**src/rtl/run_ctrl_pkg.sv**
```systemverilog
// Shared types and default parameters for the core run controller.
package run_ctrl_pkg;

    localparam int CW_DEF         = 16;
    localparam int MAX_CYCLES_DEF = 1000;
    localparam int RST_CYCLES_DEF = 2;

    typedef enum logic [2:0] {
        ST_IDLE = 3'd0,
        ST_CLR  = 3'd1,
        ST_RUN  = 3'd2,
        ST_DONE = 3'd3,
        ST_TMO  = 3'd4
    } run_state_t;

    // States from which a host start launches a new run.
    function automatic logic is_launchable(input run_state_t s);
        return (s == ST_IDLE) || (s == ST_DONE) || (s == ST_TMO);
    endfunction

endpackage

```
**src/rtl/run_controller_cycle_counter.sv**
```systemverilog
// Saturating executed-cycle counter with terminal compare at MAX_CYCLES-1.
module cycle_counter #(
    parameter int CW         = 16,
    parameter int MAX_CYCLES = 1000
) (
    input  logic          clk,
    input  logic          reset,
    input  logic          clr,
    input  logic          inc,
    output logic [CW-1:0] count,
    output logic          at_term
);

    localparam logic [CW-1:0] TERM     = CW'(MAX_CYCLES - 1);
    localparam logic [CW-1:0] ALL_ONES = {CW{1'b1}};
    localparam logic [CW-1:0] ONE      = {{(CW-1){1'b0}}, 1'b1};

    logic [CW-1:0] count_r;

    // Counter register: clear wins over increment, never wraps past all-ones.
    always_ff @(posedge clk) begin
        if (reset) begin
            count_r <= {CW{1'b0}};
        end else if (clr) begin
            count_r <= {CW{1'b0}};
        end else if (inc && (count_r != ALL_ONES)) begin
            count_r <= count_r + ONE;
        end else begin
            count_r <= count_r;
        end
    end

    assign count   = count_r;
    assign at_term = (count_r == TERM);

endmodule

```
**src/rtl/run_controller.sv**
```systemverilog
// Start/reset/enable lifecycle sequencer for the single-cycle core.
// Optional single-step support is compiled in with RUN_CTRL_STEP_EN.
module run_controller
    import run_ctrl_pkg::*;
#(
    parameter int CW         = CW_DEF,
    parameter int MAX_CYCLES = MAX_CYCLES_DEF,
    parameter int RST_CYCLES = RST_CYCLES_DEF
) (
    input  logic          clk,
    input  logic          reset,
    input  logic          start,
    input  logic          abort,
    input  logic          core_done,
`ifdef RUN_CTRL_STEP_EN
    input  logic          step_mode,
    input  logic          step,
`endif
    output logic          core_reset,
    output logic          core_enable,
    output logic          busy,
    output logic          done,
    output logic          timeout,
    output logic [CW-1:0] cycle_count
);

    localparam int CLR_W = (RST_CYCLES > 1) ? $clog2(RST_CYCLES) : 1;
    localparam logic [CLR_W-1:0] CLR_LAST = CLR_W'(RST_CYCLES - 1);
    localparam logic [CLR_W-1:0] CLR_ONE  = {{(CLR_W-1){1'b0}}, 1'b1};

    run_state_t       state_r;
    run_state_t       state_next_s;
    logic [CLR_W-1:0] clr_cnt_r;
    logic             clr_last_s;
    logic             launch_s;
    logic             cnt_inc_s;
    logic             at_term_s;
    logic             step_ok_s;
    logic             core_reset_r;
    logic             core_enable_r;
    logic             busy_r;
    logic             done_r;
    logic             timeout_r;

`ifdef RUN_CTRL_STEP_EN
    assign step_ok_s = !step_mode || step;
`else
    assign step_ok_s = 1'b1;
`endif

    assign clr_last_s = (clr_cnt_r == CLR_LAST);
    // core_enable_r already folds in stepping, so it marks an executed cycle.
    assign cnt_inc_s  = (state_r == ST_RUN) && core_enable_r && !core_done;

    // Next-state decode; abort beats halt, halt beats the watchdog.
    always_comb begin
        state_next_s = state_r;
        launch_s     = 1'b0;
        case (state_r)
            ST_IDLE, ST_DONE, ST_TMO: begin
                if (start) begin
                    state_next_s = ST_CLR;
                    launch_s     = 1'b1;
                end else begin
                    state_next_s = state_r;
                end
            end
            ST_CLR: begin
                if (abort) begin
                    state_next_s = ST_IDLE;
                end else if (clr_last_s) begin
                    state_next_s = ST_RUN;
                end else begin
                    state_next_s = ST_CLR;
                end
            end
            ST_RUN: begin
                if (abort) begin
                    state_next_s = ST_IDLE;
                end else if (core_done) begin
                    state_next_s = ST_DONE;
                end else if (cnt_inc_s && at_term_s) begin
                    state_next_s = ST_TMO;
                end else begin
                    state_next_s = ST_RUN;
                end
            end
            default: begin
                state_next_s = ST_IDLE;
            end
        endcase
    end

    // State register.
    always_ff @(posedge clk) begin
        if (reset) begin
            state_r <= ST_IDLE;
        end else begin
            state_r <= state_next_s;
        end
    end

    // Core reset hold counter, restarted on every launch.
    always_ff @(posedge clk) begin
        if (reset) begin
            clr_cnt_r <= {CLR_W{1'b0}};
        end else if (launch_s && is_launchable(state_r)) begin
            clr_cnt_r <= {CLR_W{1'b0}};
        end else if ((state_r == ST_CLR) && !clr_last_s) begin
            clr_cnt_r <= clr_cnt_r + CLR_ONE;
        end else begin
            clr_cnt_r <= clr_cnt_r;
        end
    end

    // Outputs are registered from the next state so they line up with state_r.
    always_ff @(posedge clk) begin
        if (reset) begin
            core_reset_r  <= 1'b1;
            core_enable_r <= 1'b0;
            busy_r        <= 1'b0;
            done_r        <= 1'b0;
            timeout_r     <= 1'b0;
        end else begin
            core_reset_r  <= (state_next_s != ST_RUN);
            core_enable_r <= (state_next_s == ST_RUN) && step_ok_s;
            busy_r        <= (state_next_s == ST_CLR) || (state_next_s == ST_RUN);
            done_r        <= (state_next_s == ST_DONE);
            timeout_r     <= (state_next_s == ST_TMO);
        end
    end

    cycle_counter #(
        .CW         (CW),
        .MAX_CYCLES (MAX_CYCLES)
    ) u_cycle_counter (
        .clk     (clk),
        .reset   (reset),
        .clr     (launch_s),
        .inc     (cnt_inc_s),
        .count   (cycle_count),
        .at_term (at_term_s)
    );

    assign core_reset  = core_reset_r;
    assign core_enable = core_enable_r;
    assign busy        = busy_r;
    assign done        = done_r;
    assign timeout     = timeout_r;

endmodule

```
**config.mk**
```make
export PLATFORM = sky130hd
export DESIGN_NAME = run_controller
export DESIGN_NICKNAME = d
export VERILOG_FILES = /design/src/rtl/run_ctrl_pkg.sv /design/src/rtl/run_controller_cycle_counter.sv /design/src/rtl/run_controller.sv
export SDC_FILE = /design/constraint.sdc
export NUM_CORES = 1
export LEC_CHECK = 0
export ABC_CLOCK_PERIOD_IN_PS = 3750
export CORE_ASPECT_RATIO = 0.9
export CORE_MARGIN = 2
export CORE_UTILIZATION = 35
export CTS_CLUSTER_SIZE = 40
export DETAILED_ROUTE_END_ITERATION = 8
export PLACE_DENSITY = 0.61
export SLEW_MARGIN = 40
export SYNTH_ARGS = -nofsm -noshare
export SYNTH_HDL_FRONTEND = slang
export SYNTH_SLANG_ARGS = --single-unit
```
**constraint.sdc**
```tcl
create_clock -name clk -period 3.75 [get_ports clk]
set_clock_uncertainty 0.2 [all_clocks]
set_input_delay 0.75 -clock clk [delete_from_list [all_inputs] [get_ports clk]]
set_output_delay 0.75 -clock clk [all_outputs]
set_load 0.03 [all_outputs]
```
### Word-level counts from Yosys, hierarchy flattened

Cells that the tools add are included.

* add/sub/neg operators: 2
* $mul: 0
* div/mod/pow operators: 0
* order comparisons: 0
* equal/unequal tests: 11
* shift-type cells: 0
* mux-type cells: 9
* bitwise operators: 0
* reduce and logical (&&, ||, !) cells: 15

Operator list (number)
* 16-bit by 1-bit adder with 16-bit output (second input constant): 1
* 16-bit by 10-bit equality test with 1-bit output (second input constant): 1
* 16-bit != test (second input constant): 1
* 3-bit by 2-bit equality test with 1-bit output (second input constant): 4
* 3-bit two-way mux: 4
* 3-bit one-hot mux with 3 select lines: 1
* 3-bit by 1-bit equality test with 1-bit output (second input constant): 2
* 3-bit equality test (second input constant): 2
* 1-bit logical AND: 6
* 2-bit two-way mux: 2
* 2-bit OR reduction: 2
* 3-bit zero test: 1
* 1-bit logical OR: 3
* 3-bit by 2-bit != test with 1-bit output (second input constant): 1
* 3-bit OR reduction: 1
* 1-bit zero test: 2
* 1-bit two-way mux: 2
* 1-bit adder (second input constant): 1

* flip-flop bits (word level): 25
* bits in latches: 0
* RAM bits: 0
* memory bits (read-only): 0
* input bits: 5
* output and inout bits: 21
* logic and storage cells: 45
* memories: 0

### Longest topological paths before layout

* depth in word-level cells: 10
* mapped depth: 7
* depth with buffers taken out: 5

### Modules after synthesis

Synthesis repeated with hierarchy kept, for this count alone.

* cell total of the unflattened synthesis: 146
* area, all modules: 1282.5 um2

Modules (own cells, without submodules)
* cycle_counter: times used 1, cells an instance 104, area each 875.8 um2, sequential area each 320.3 um2
* run_controller: times used 1, cells an instance 42, area each 406.6 um2, sequential area each 180.2 um2

### Worst setup path after synthesis

No wires, ideal clock.

* path type: input -> register
* from: input port core_done
* to: register u_cycle_counter.count_r[2] (netlist: u_cycle_counter.count[2])
* setup time: 70 ps
* data arrival time: 1851 ps
* required time: 3480 ps
* setup slack: 1629 ps
* cell stages on the path: 5
* buffers on the path: 1
* cell sequence: and4bb_4 nand2b_4 buf_6 or4_1 a21oi_1

* word-level cells in the longest chain between the ends: 3

RTL lines
* start: declaration: line run_controller.sv:14 `input logic core_done,`
* 1-bit zero test: line run_controller.sv:53 `assign cnt_inc_s = (state_r == ST_RUN) && core_enable_r && !core_done;`
* 1-bit logical AND: line run_controller.sv:53
* 1-bit logical AND: line run_controller_cycle_counter.sv:26 `end else if (inc && (count_r != ALL_ONES)) begin`
* end signal: assignment: line run_controller_cycle_counter.sv:25 `count_r <= {CW{1'b0}};`
* end signal: assignment: line run_controller_cycle_counter.sv:27 `count_r <= count_r + ONE;`
* end signal: assignment: line run_controller_cycle_counter.sv:29 `count_r <= count_r;`
* end: declaration: line run_controller_cycle_counter.sv:18 `logic [CW-1:0] count_r;`

No other way between the ends.
A chain may end at the register's enable or synchronous reset.

### Worst setup path after layout

* from: register u_cycle_counter.count_r[9] (netlist: u_cycle_counter.count[9])
* to: output port cycle_count[9]

RTL lines
* start signal: assignment: line run_controller_cycle_counter.sv:23 `count_r <= {CW{1'b0}};`
* start signal: assignment: line run_controller_cycle_counter.sv:25
* start signal: assignment: line run_controller_cycle_counter.sv:27
* end: declaration: line run_controller.sv:24 `output logic [CW-1:0] cycle_count`

No word-level cell between the ends.

==> results.txt <==
----------------------------------------------------
[Route]
  Wire per inst ... 15.5 µm
  Final WL ... 3280 µm
  Wire length on met3 ... 113 µm
  Number of DRC violations after detailed routing ... 0
  Detailed router's first-iteration violation count ... 68
  Met1 Routed Length ... 1670 µm
  Highest routed layer ... met4
  Post-DRT Antenna Nets ... 0
  Count of vias placed by the detailed router ... 1218
  Router iterations before antenna repair ... 4
  Routed vias/inst ... 5.75
  Met2 WL post-DR ... 1470 µm

[Placement]
  Number of buffers added on ports ... 25
  Post-detailed-placement half-perimeter wirelength ... 2360 µm
  Routability cong. ... 0.832
  Total placed cells including tap cells ... 208

[STA]
  Unrepaired setup endpoints after global routing ... false
  Tcrit/Tclk final ... 0.649
  Number of max-slew violations in the final report ... 0
  Fin Setup TNS ... 0 ns
  Highest Clock Rate ... 0.411 GHz
  Slew headroom ... 0.548
  Setup-failing EPs final ... 0
  Worst slack on hold paths ... 0.335 ns
  Transition time of the tightest slew-check pin ... 0.672 ns
  Period minus WS final ... 2.43 ns
  Number of failing hold endpoints at the final stage ... 0

[Clock tree]
  CTS tree ... yes
  Clk Latency, worst-skew pair ... 0.27 ns
  Setup bufs post-CTS ... 0
  Total of hold buffers inserted after clock tree synthesis ... 0
  Clk Tree Root Cell ... sky130_fd_sc_hd__clkbuf_8
  TritonCTS sink count ... 25
  Post-cts sizing count ... 0
  Max clock buf depth ... 2
  Reg clk slew, reported paths ... 0.09 ns
  Cts bufs inserted ... 3
  Number of H-tree levels ... 1

[Yosys]
  Number of distinct library cell variants in the gate-level netlist after synthesis ... 47
  Ys async rst share ... 0
  Number of flops mapped to enable cells by yosys ... 0
  Sequential share of the synthesized area ... 0.369
  Number of synthesized register bits ... 25
  Nets in the synthesized netlist ... 149
  Commonest register cell after synthesis ... sky130_fd_sc_hd__dfxtp_1
  Synthesis Warnings ... 0
  Syn Inst Count ... 143
  Mean Syn Cell Area ... 9.48 µm²
  Area of the mapped netlist ... 1360 µm²

[Floorplanning]
  DIE AREA ... 4390 µm²
  Row count ... 21
  Y dimension of the die ... 63.0 µm
  Core ar. ... 3700 µm²
  Starting density of the core ... 0.366
  I/O pin total ... 26
  Die Width ... 69.6 µm

[Setup path]
  Crit path capture type ... primary output
  Reg2Reg Launch Point ... u_cycle_counter.count[0]
  Capturing element of the worst setup path ... cycle_count[9]
  Arrival time reported for the critical path endpoint ... 1.48 ns
  Slowest cell on crit path ... sky130_fd_sc_hd__clkdlybuf4s50_1
  Cell family with most CP delay ... buffers and inverters
  Count of cells along the worst register-to-register path ... 5
  Critical register-to-register path endpoint ... u_cycle_counter.count[1]
  Largest stage delay, worst path ... 0.73 ns
  Type of the setup path with the least slack ... flop to primary output
  R2R setup slack ... 1.55 ns
  CP Buf/Inv Count ... 1
  Stages on worst setup path ... 1
  Critical path, cell by cell ... clkdlybuf4s50_1
  Startpoint type of the worst setup path ... flop
  Biggest fanout along the worst timing path ... 8
  Worst path required time ... 2.80 ns
  Crit path from ... u_cycle_counter.count[9]

[Global route]
  Overall routing resource usage ... 0.162
  Via count of the first global-routing pass ... 1163
  Antenna violations before repair ... 0
  GRT Residual Overflow ... 0
  First-pass GRT wire length ... 5750 µm
  Maximum number of pins on one net before global-route repair ... 17

[Finish]
  Layout cells sized above 1 ... 0.0843
  Finished Core Util ... 0.448
  Area Overhead vs Synth ... 22.6%
  Non-filler cells, final ... 212
  Ant diodes ... 0
  Net total in the final layout ... 173

[Power]
  Power per cell area ... 278 nW/µm²
  Final Total Pwr ... 462 µW
  Largest vdd supply drop ... 0.272 mV
  Leakage component of the power ... 0.000512 µW

[Min path]
  Class of the tightest hold or removal check ... flop to flop

[Flow run]
  Number of max-cap violations ... 0

[Outcome]
  Status ... completed

----------------------------------------------------
## routing by layer
layer	vias up	GRT usage
met5	-	0
met4	0	0.0441
met3	5	0.0452
met2	18	0.254
met1	584	0.218
li1	611	-
## area by class of cell
| class | count | area (µm²) |
|---|---|---|
| Sequential cell | 25 | 500 |
| Tap cell | 46 | 57.6 |
| Timing Repair Buffer | 25 | 250 |
| Multi-Input combinational cell | 107 | 790 |
| Inverter | 5 | 18.8 |
| Clock buffer | 4 | 45.0 |
| Fill cell | 363 | 2040 |
## worst min-delay path by stage
stage / end / slack (ns) / start / cells past startpoint
finish: u_cycle_counter.count[0] / 0.33 / u_cycle_counter.count[0] / 2
floorplan: clr_cnt_r / 0.26 / clr_cnt_r / 2
detailed placement: u_cycle_counter.count[6] / 0.32 / u_cycle_counter.count[6] / 2
global placement: clr_cnt_r / 0.29 / clr_cnt_r / 2
global route: u_cycle_counter.count[0] / 0.37 / u_cycle_counter.count[0] / 2
CTS: u_cycle_counter.count[4] / 0.34 / u_cycle_counter.count[4] / 2
## layout by cell type (no fill, tap or decap), drive strengths merged, types with 2 or more instances in the layout
cell type	instances
nor3b	2
nand2	4
or4	10
nand2b	2
o21ai	5
or3	5
o21bai	3
nor4b	2
a31o	2
nor2b	4
nor4	3
nor3	2
nand4	6
and4b	2
or3b	2
and4bb	2
a21oi	15
dfxtp	25
clkbuf	4
inv	5
nand3	6
o31ai	12
nor2	3
clkdlybuf4s50	25
nand3b	3
## synthesized netlist by cell type (3+ instances only)
cell                       instances  share of area
sky130_fd_sc_hd__or3_1             5          0.023
sky130_fd_sc_hd__nand3_1           6          0.022
sky130_fd_sc_hd__o21ai_0           5          0.018
sky130_fd_sc_hd__a21oi_1          15          0.055
sky130_fd_sc_hd__nor2b_1           4          0.018
sky130_fd_sc_hd__nand3b_1          3          0.017
sky130_fd_sc_hd__inv_1             5          0.014
sky130_fd_sc_hd__nor2_1            3         0.0083
sky130_fd_sc_hd__nand4_1           5          0.023
sky130_fd_sc_hd__o31ai_1          12          0.066
sky130_fd_sc_hd__dfxtp_1          25           0.37
sky130_fd_sc_hd__nand2_1           3         0.0083
sky130_fd_sc_hd__or4_1            10          0.055
## sequential cells by signal (all words and copies together) (netlist names)
name and count:
done 1, u_cycle_counter.count 16, clr_cnt_r 1, core_enable 1, busy 1, state_r 3, core_reset 1, timeout 1
## where the power goes
group          leakage (µW)  switching (µW)  internal (µW)
clock             0.0000228            85.4           76.1
combinational      0.000287            15.8           13.7
sequential         0.000202            3.08            268
## tightest hold or removal path: stages (launching register included)
cell and delay [ns]:
sky130_fd_sc_hd__dfxtp_1 0.35, sky130_fd_sc_hd__o21ai_0 0.09, sky130_fd_sc_hd__a21oi_1 0.06
## per-stage QoR
step | cell area [µm²] | setup WS (ns)
2_1_floorplan | 1360 | 1.63
3_3_place_gp | 1620 | 1.11
3_5_place_dp | 1620 | 1.10
4_1_cts | 1660 | 1.30
5_1_grt | 1660 | 1.26
6_report | 1660 | 1.32
## cell families (layout without fill, tap and decap cells)
| logic type | count (synthesis) | count (layout) | synth area share |
|---|---|---|---|
| and+or+nand+nor | 65 | 65 | 0.367 |
| AOI/OAI and AO/OA | 40 | 40 | 0.199 |
| DFF | 25 | 25 | 0.369 |
| buffers and inverters | 11 | 34 | 0.0480 |
| adders and majority gates | 1 | 1 | 0.00923 |
| muxes | 1 | 1 | 0.00739 |
Note: power is estimated with default switching activity, not from simulation.
==> RTL edit, RTL diff (config.mk and constraints unchanged) <==
Add a define of `RUN_CTRL_STEP_EN`.
--- a/src/rtl/run_controller.sv
+++ b/src/rtl/run_controller.sv
@@ -2,2 +2,4 @@
 // Optional single-step support is compiled in with RUN_CTRL_STEP_EN.
+`define RUN_CTRL_STEP_EN
+
 module run_controller
Ports: changed (added step and step_mode); port bits go from 26 to 28. The function was not compared with the original's and may differ.
==> RTL edit against the unedited design <==
- non-clock buffer count increased by 3
- sequential cell count stayed put
- cell area up 3.4%
- setup slack got worse by 75 ps
- sequential power hardly changed
- maximum frequency is 3.0% lower
- cell count increased by 8.5%
- via count increased by 6.4%
- first-iteration DRC count is 54% lower
- core utilization rose by 1.2 points
- power is 2.6% higher
- synthesized area grew 0.55%
- wire length decreased by 2.8%
- critical path type is now primary input to register
- highest routed layer unchanged
==> RTL edit: results (changes against the unedited design) <==
family of cells with the greatest summed delay on the critical path simple AND/OR/NAND/NOR gates (was buffers and inverters); number of I/O port buffers 27 (was 25); number of different library cells in the post-synthesis netlist 38 (was 47); share of synthesized flip-flops with an asynchronous set or reset 0 (unchanged); number of nets in the synthesized netlist 166 (was 149); static leakage 0.520 nW (was 0.512 nW); DR iter-0 viols 31 (was 68); routed via count 1296 (was 1218); synthesized area per cell 8.62 um^2 (was 9.48 um^2); portion of the post-synthesis area used by sequential elements 0.367 (was 0.369); Hold Vio Cnt, Final 0 (unchanged); clock transition at the registers of the reported paths 90 ps (about the same); Global Route Usage Sum 0.153 (was 0.162); Critical Path AT 2460 ps (was 1480 ps); cell area reported after detailed placement 1670 um^2 (was 1620 um^2); vias per inst 5.63 (was 5.75); RD Place Congestion 0.817 (was 0.832); ys flop type dfxtp_1 (unchanged); HPWL after DPL 2410 um (was 2360 um); end point of the critical path u_cycle_counter.count[8] (was cycle_count[9]); mux share of post-synthesis cell area 0.0588 (was 0.00739); maximum number of pins on one net before global-route repair 22 (was 17); Final nets 193 (was 173); number of flip-flops under the largest register name 16 (unchanged); slowest cell on the critical path a2111oi_0 (was clkdlybuf4s50_1); R2R Path Start state_r[2] (was u_cycle_counter.count[0]); highest cell delay on the worst timing path 510 ps (was 730 ps); number of global-route vias before repair 1196 (was 1163); layout filler cell count 359 (was 363); actual slew at the worst max-slew pin 654 ps (was 672 ps); Synth Area in Adders 0.00918 (was 0.00923); maximum fanout along the worst path 7 (was 8); Crit. Startpoint core_done (was u_cycle_counter.count[9]); fraction of layout cells with a size suffix above 1 0.0815 (was 0.0843); worst ir drop on vdd 0.114 mV (was 0.272 mV); number of placed instances, taps included 226 (was 208); outcome finished, final reports clean (unchanged); area fraction in compound gates after synthesis 0.147 (was 0.199); synth warn 0 (unchanged); wire length per cell 13.9 um (was 15.5 um); antenna violations before repair 0 (unchanged); global-route wire length before repair 5530 um (was 5750 um); clock buffers created by TritonCTS 3 (unchanged); r2r setup slk 1590 ps (was 1550 ps); r2r worst-path depth 4 (was 5); top cell types by occurrence after synthesis 25 x dfxtp_1, 10 x a21oi_1, 10 x nand3b_1 (was 25 x dfxtp_1, 15 x a21oi_1, 12 x o31ai_1); largest cells by area after synthesis dfxtp_1 37%, mux2i_1 5.9%, nand3b_1 5.5% (was dfxtp_1 37%, o31ai_1 6.6%, a21oi_1 5.5%); XOR/XNOR Fraction of Synth Area 0 (unchanged)
[RTL edit: changes by cell type in the layout (fill, tap and decap cells not counted), moves of 3 or more]
cell,delta
mux2i_1,+7
nor2_1,+3
nor3_1,+7
nand3b_1,+7
or4_1,-6
or3b_2,+6
o31ai_1,-10
nand2_1,+6
a21oi_1,-5
a211oi_1,+6
[RTL edit: cells by family after synthesis]
family                   Yosys count
AO/OA/AOI/OAI                     30
adder cells (fa/ha/maj)            1
flip-flops                        25
buffers and inverters             13
multiplexers                       8
AND/OR/NAND/NOR                   81
[RTL edit: through the flow]
| stage | setup slack, ps | util | power, mW |
|---|---|---|---|
| after floorplan | 1650 | - | 0.304 |
| after global placement | 1050 | 0.448 | 0.318 |
| after detailed placement | 934 | 0.448 | 0.319 |
| after CTS | 1220 | 0.460 | 0.476 |
| after global routing | 1050 | 0.460 | 0.489 |
| final | 1240 | 0.460 | 0.474 |
[RTL edit: final cells by class]
class                           count  share of cell area
Multi-Input combinational cell    120               0.472
Tap cell                           46              0.0335
Clock buffer                        4              0.0262
Sequential cell                    25               0.291
Inverter                            7              0.0153
Timing Repair Buffer               28               0.162
[RTL edit: layer usage]
| metal | GRT usage | up-vias | share of wire |
|---|---|---|---|
| met5 | 0 | - | 0 |
| met3 | 0.0288 | 7 | 0.039 |
| met1 | 0.206 | 610 | 0.49 |
| met4 | 0.0577 | 0 | 0.021 |
| li1 | - | 653 | - |
| met2 | 0.244 | 26 | 0.45 |
[RTL edit: how the worst min path moves through the flow]
stage	startpoint	endpoint	slack [ps]	cells after the start
5_1_grt	clr_cnt_r	clr_cnt_r	360	2
3_5_place_dp	clr_cnt_r	clr_cnt_r	290	2
4_1_cts	clr_cnt_r	clr_cnt_r	310	2
6_report	clr_cnt_r	clr_cnt_r	310	2
3_3_place_gp	clr_cnt_r	clr_cnt_r	280	2
2_1_floorplan	clr_cnt_r	clr_cnt_r	250	2
[RTL edit: power by group]
group | total [mW] | switching (mW) | internal, mW
Sequential | 0.271 | 0.00268 | 0.268
Combinational | 0.0423 | 0.0220 | 0.0203
Clock | 0.161 | 0.0849 | 0.0761
Total | 0.474 | 0.109 | 0.364
[RTL edit: tightest hold or removal path, cell delays in order (launching register included)]
cell,delay [ps]
dfxtp_1,360
a21oi_1,50
nor2_1,70
